File: src/rtl/intc.sv
// rtl/intc.sv - edge-latching interrupt controller with enable mask and claim register
module intc #(
  parameter int NUM_IRQ = 8
) (
  input  logic               clk,
  input  logic               rst,
  input  logic [NUM_IRQ-1:0] irq_in,
  input  logic               sel,
  input  logic               rd,
  input  logic               wr,
  input  logic [1:0]         addr,
  input  logic [31:0]        din,
  output logic [31:0]        dout,
  output logic               irq
);

  localparam logic [1:0] ADDR_PENDING = 2'd0;
  localparam logic [1:0] ADDR_ENABLE  = 2'd1;
  localparam logic [1:0] ADDR_CLAIM   = 2'd2;

  logic [NUM_IRQ-1:0] s1, s2, h;
  logic [NUM_IRQ-1:0] pending, enable;
  logic [NUM_IRQ-1:0] edge_det, active, claim_mask, clr_mask, din_low;
  logic [31:0]        pend_ext, en_ext, claim_val, rdata;
  logic               rd_en, wr_en;
  logic               unused_din;

  assign rd_en      = sel & rd;
  assign wr_en      = sel & wr;
  assign din_low    = din[NUM_IRQ-1:0];
  assign unused_din = ^din;
  assign edge_det   = s2 & ~h;
  assign active     = pending & enable;

  // Lowest-numbered enabled pending line; scanning downward lets the lowest index overwrite last.
  always_comb begin
    claim_val  = 32'hFFFF_FFFF;
    claim_mask = '0;
    for (int i = NUM_IRQ - 1; i >= 0; i--) begin
      if (active[i]) begin
        claim_val     = 32'(i);
        claim_mask    = '0;
        claim_mask[i] = 1'b1;
      end
    end
  end

  // Read mux; unused upper bits of PENDING and ENABLE read as zero.
  always_comb begin
    pend_ext = '0;
    en_ext   = '0;
    pend_ext[NUM_IRQ-1:0] = pending;
    en_ext[NUM_IRQ-1:0]   = enable;
    case (addr)
      ADDR_PENDING: rdata = pend_ext;
      ADDR_ENABLE:  rdata = en_ext;
      ADDR_CLAIM:   rdata = claim_val;
      default:      rdata = 32'h0;
    endcase
  end

  // Pending clears from a write-1-to-clear or a claim read; a same-cycle edge overrides them.
  always_comb begin
    clr_mask = '0;
    if (wr_en && addr == ADDR_PENDING) clr_mask = clr_mask | din_low;
    if (rd_en && addr == ADDR_CLAIM)   clr_mask = clr_mask | claim_mask;
  end

  // Synchroniser, edge history, pending, enable, registered irq and read data.
  always_ff @(posedge clk or negedge rst) begin
    if (!rst) begin
      s1      <= '0;
      s2      <= '0;
      h       <= '0;
      pending <= '0;
      enable  <= '0;
      irq     <= 1'b0;
      dout    <= 32'h0;
    end else begin
      s1      <= irq_in;
      s2      <= s1;
      h       <= s2;
      pending <= (pending & ~clr_mask) | edge_det;
      if (wr_en && addr == ADDR_ENABLE) enable <= din_low;
      irq     <= |active;
      if (rd_en) dout <= rdata;
    end
  end

endmodule

File: config.mk
export PLATFORM = sky130hd
export DESIGN_NAME = intc
export DESIGN_NICKNAME = d
export VERILOG_FILES = /design/src/rtl/intc.sv
export SDC_FILE = /design/constraint.sdc
export NUM_CORES = 1
export LEC_CHECK = 0
export ABC_AREA = 1
export CAP_MARGIN = 5
export CELL_PAD_IN_SITES_DETAIL_PLACEMENT = 1
export CELL_PAD_IN_SITES_GLOBAL_PLACEMENT = 1
export CORE_MARGIN = 4
export CORE_UTILIZATION = 33
export DETAILED_ROUTE_END_ITERATION = 10
export PLACE_DENSITY = 0.92
export SETUP_SLACK_MARGIN = 0.2
export SLEW_MARGIN = 20
export SYNTH_ARGS = -nofsm -noshare
export SYNTH_HDL_FRONTEND = slang
export SYNTH_SLANG_ARGS = --single-unit
File: constraint.sdc
create_clock -name clk -period 1.53 [get_ports clk]
set_input_delay 0.306 -clock clk [delete_from_list [all_inputs] [get_ports clk]]
set_output_delay 0.306 -clock clk [all_outputs]
set_load 0.03 [all_outputs]
==> results by group <==
Clock tree
  – Htree depth: 2
  – Num CTS Buffers: 5
  – Clock root buffer: clkbuf_8
  – Clock insertion delay at the later pin of the skew report: 0.30 ns
  – CTS clk-pin slew, worst paths: 0.09 ns
  – Sink Count: 50
  – Deepest clock path buffer count: 2
  – CTS tree: yes

Cells and area
  – Fillers: 744
  – P&R area growth vs syn: 29.3%
  – Final nets: about 320
  – Final cell count without fillers: 350
  – Layout cell share with drive strength beyond 1: 0.308
  – Ant diodes: 0

Worst setup path
  – CP Buf/Inv Count: 1
  – CP Cell Sequence: buf_4
  – Worst-path cell with the longest stage delay: dfrtp_4
  – CP startpoint kind: register
  – WP data arrival: 1.09 ns
  – CP Capture Type: output pin
  – CP required: approximately 1.2 ns
  – Slowest Stage Delay on Critical Path: 0.59 ns
  – CP Max Fanout: 25
  – Critical path class: register to output pin
  – Cell family with most CP delay: flip-flops

Timing
  – Worst Skew: 0.00810 ns
  – Post-route clock period utilization: 0.916
  – Worst rel slew slack: 0.803
  – RSZ-0062 raised after global routing: yes
  – FMAX: around 0.71 GHz
  – Final-report max-slew violation count: 0
  – Setup TNS: 0 ns
  – Final setup violating endpoints: 0
  – Min Tclk post-route: 1.40 ns
  – Final hold vios: 0
  – Worst-margin pin slew: between 0.2 and 0.3 ns

Logic synthesis
  – Compound-cell area share of the yosys netlist: 0.0333
  – Post-Synth Adder-Cell Area: 0
  – Combinational family with the most area after synthesis: simple AND/OR/NAND/NOR gates
  – Mux cell area share after synthesis: 0.0474
  – Post-Synthesis Cells: roughly 230
  – EDFF count, synth: 0
  – Simple-gate portion of the synthesized area: 0.238
  – Post-synthesis register bit count: 50
  – Sequential share of the synthesized area: 0.564
  – Synth Area in XOR/XNOR: 0
  – Post-synthesis cell area: roughly 2200 um^2
  – Avg Inst Size Synth: ~9.8 um^2
  – Most frequent cell after synthesis: nand2_1
  – Synth Flop Type: dfrtp_1
  – Asr flop ratio synth: 1.00
  – Number of synthesis warnings: 0
  – Count of cell types in the netlist: 24
  – Synth cell count leaders: nand2_1, dfrtp_1, buf_4
  – Area contributors post-synth: dfrtp_1, nand2_1, buf_4
  – Top cell type's share of synthesized area: 0.564
  – Syn Nets: approximately 270
  – Post-synth top area cell: dfrtp_1

Placed design
  – Placer Congestion: between 0.8 and 0.9
  – Port Buf Inserts: 55
  – HPWL after DPL: approximately 3800 um
  – Placed cell count: around 340

Power and ir drop
  – Pwr/cell area: 1080 nW/um^2
  – Reg power frac: 0.501
  – Worst IR Drop VDD: between 0.5 and 0.6 mV
  – Combinational share of power: 0.239
  – Clock power share: 0.260
  – Internal Power: around 2100 uW
  – LEAKAGE: between 0.001 and 0.0015 uW
  – Sw frac: 0.314
  – Net switching power figure: approximately 970 uW

GRT
  – Total grt overflow: 0
  – Global-route wire length before repair: ~8000 um
  – Number of global-route vias before repair: roughly 1800
  – GRT Resource Usage Total: 0.122
  – Number of antenna violations at the first check in global routing: 0
  – Largest net degree at the start of global routing: approximately 50

Drt
  – Drt pass-1 iters: 4
  – Avg WL per Cell: about 15 um
  – DR vias: approximately 1600
  – Avg Vias per Cell: ~4.7
  – Drt drc: 0
  – Post-Route WL: a little over 5000 um
  – Iter 0 DRT Violations: between 50 and 60
  – Detail Route Antenna Nets: 0

Die
  – Core ar.: 6420 um^2
  – Starting Density: 0.346
  – Die width: 90.0 um
  – Floorplan die height: about 90 um
  – Ports: 80
  – Row cnt: 29
  – Total die area: about 8100 um^2

Worst hold path
  – Worst min path class: register to register

Run status
  – Outcome: completed

Flow run
  – MaxCap Viol Count: 0
## area by class of cell
class	instances	area, um^2	share of cell area
multi-input combinational	130	748	0.261
clock inverter	2	17.5	0.00611
tap	77	96.3	0.0336
timing repair buffer	63	581	0.202
inverter	22	88.8	0.0310
sequential	50	1250	0.437
clock buffer	6	82.6	0.0288
## through the flow
step / cell area (um^2) / power (uW) / hold slack [ns] / setup slack (ns) / util
floorplan: 2220 / 2010 / 0.0104 / 0.366 / -
global placement: 2690 / 2250 / 0.309 / -0.0931 / 0.419
detailed placement: 2690 / 2300 / 0.319 / -0.168 / 0.419
CTS: 2830 / 3110 / 0.358 / 0.117 / 0.440
global route: 2870 / 3280 / 0.367 / 0.0846 / 0.447
finish: 2870 / 3110 / 0.354 / 0.129 / 0.447
## per-layer routing
layer	global-route usage	vias to the layer above	wire length (um)	share of wire
li1	-	778	-	-
met1	0.130	791	1970	0.39
met2	0.229	53	2750	0.54
met3	0.0384	7	333	0.065
met4	0.0383	0	42	0.0083
met5	0	-	0	0
## placed cells by master, fill, tap and decap left out, types with 7 or more instances in the layout
master / Yosys / final
clkdlybuf4s50_1: 0 / 18
dfrtp_1: 50 / 49
nand3_1: 9 / 9
buf_4: 23 / 28
nand2_1: 77 / 72
inv_1: 17 / 16
clkdlybuf4s15_2: 0 / 7
o21ai_1: 7 / 7
mux2_4: 7 / 7
## cell families after synthesis
| group | count (synthesis) |
|---|---|
| AND/OR/NAND/NOR | 109 |
| flip-flops | 50 |
| buffers and inverters | 46 |
| AO/OA/AOI/OAI | 14 |
| multiplexers | 7 |
## what timing repair did
| item | CTS | global route |
|---|---|---|
| hold buffers | 1 | 0 |
| hold endpoints to repair | 47 | 0 |
| setup endpoints to repair | 39 | 41 |
| resized for setup | 31 | 12 |
| pin swaps | 1 | 4 |
| buffers inserted | 0 | 2 |
## sequential cells by signal, indices dropped and copies added (netlist names)
signal / cells
enable: 8
s1: 8
s2: 8
dout: 9
pending: 8
h: 8
irq: 1
## power by group through the flow
stage | clock, uW | sequential (uW) | combinational (uW)
detailed placement | 0 | 1580 | 722
global route | 887 | 1580 | 812
global placement | 0 | 1570 | 684
CTS | 838 | 1550 | 722
floorplan | 0 | 1630 | 378
finish | 808 | 1560 | 743
## path summary, 6_finish.rpt
| path | to | cells after the start | start | slack, ns |
|---|---|---|---|---|
| hold reg to reg | s2[4]$_DFF_PN0_ | 0 | s1[4]$_DFF_PN0_ | 0.35 |
| hold / removal | s2[4]$_DFF_PN0_ | 0 | s1[4]$_DFF_PN0_ | 0.35 |
| setup reg to reg | pending[5]$_DFF_PN0_ | 6 | enable[0]$_DFFE_PN0P_ | 0.28 |
| max in group asynchronous | dout[30]$_DFFE_PN0P_ | 3 | rst | 0.77 |
| setup / recovery | dout[14] | 1 | dout[30]$_DFFE_PN0P_ | 0.13 |
| min in group asynchronous | s1[1]$_DFF_PN0_ | 3 | rst | 0.51 |
(Power assumes the default switching activity.)
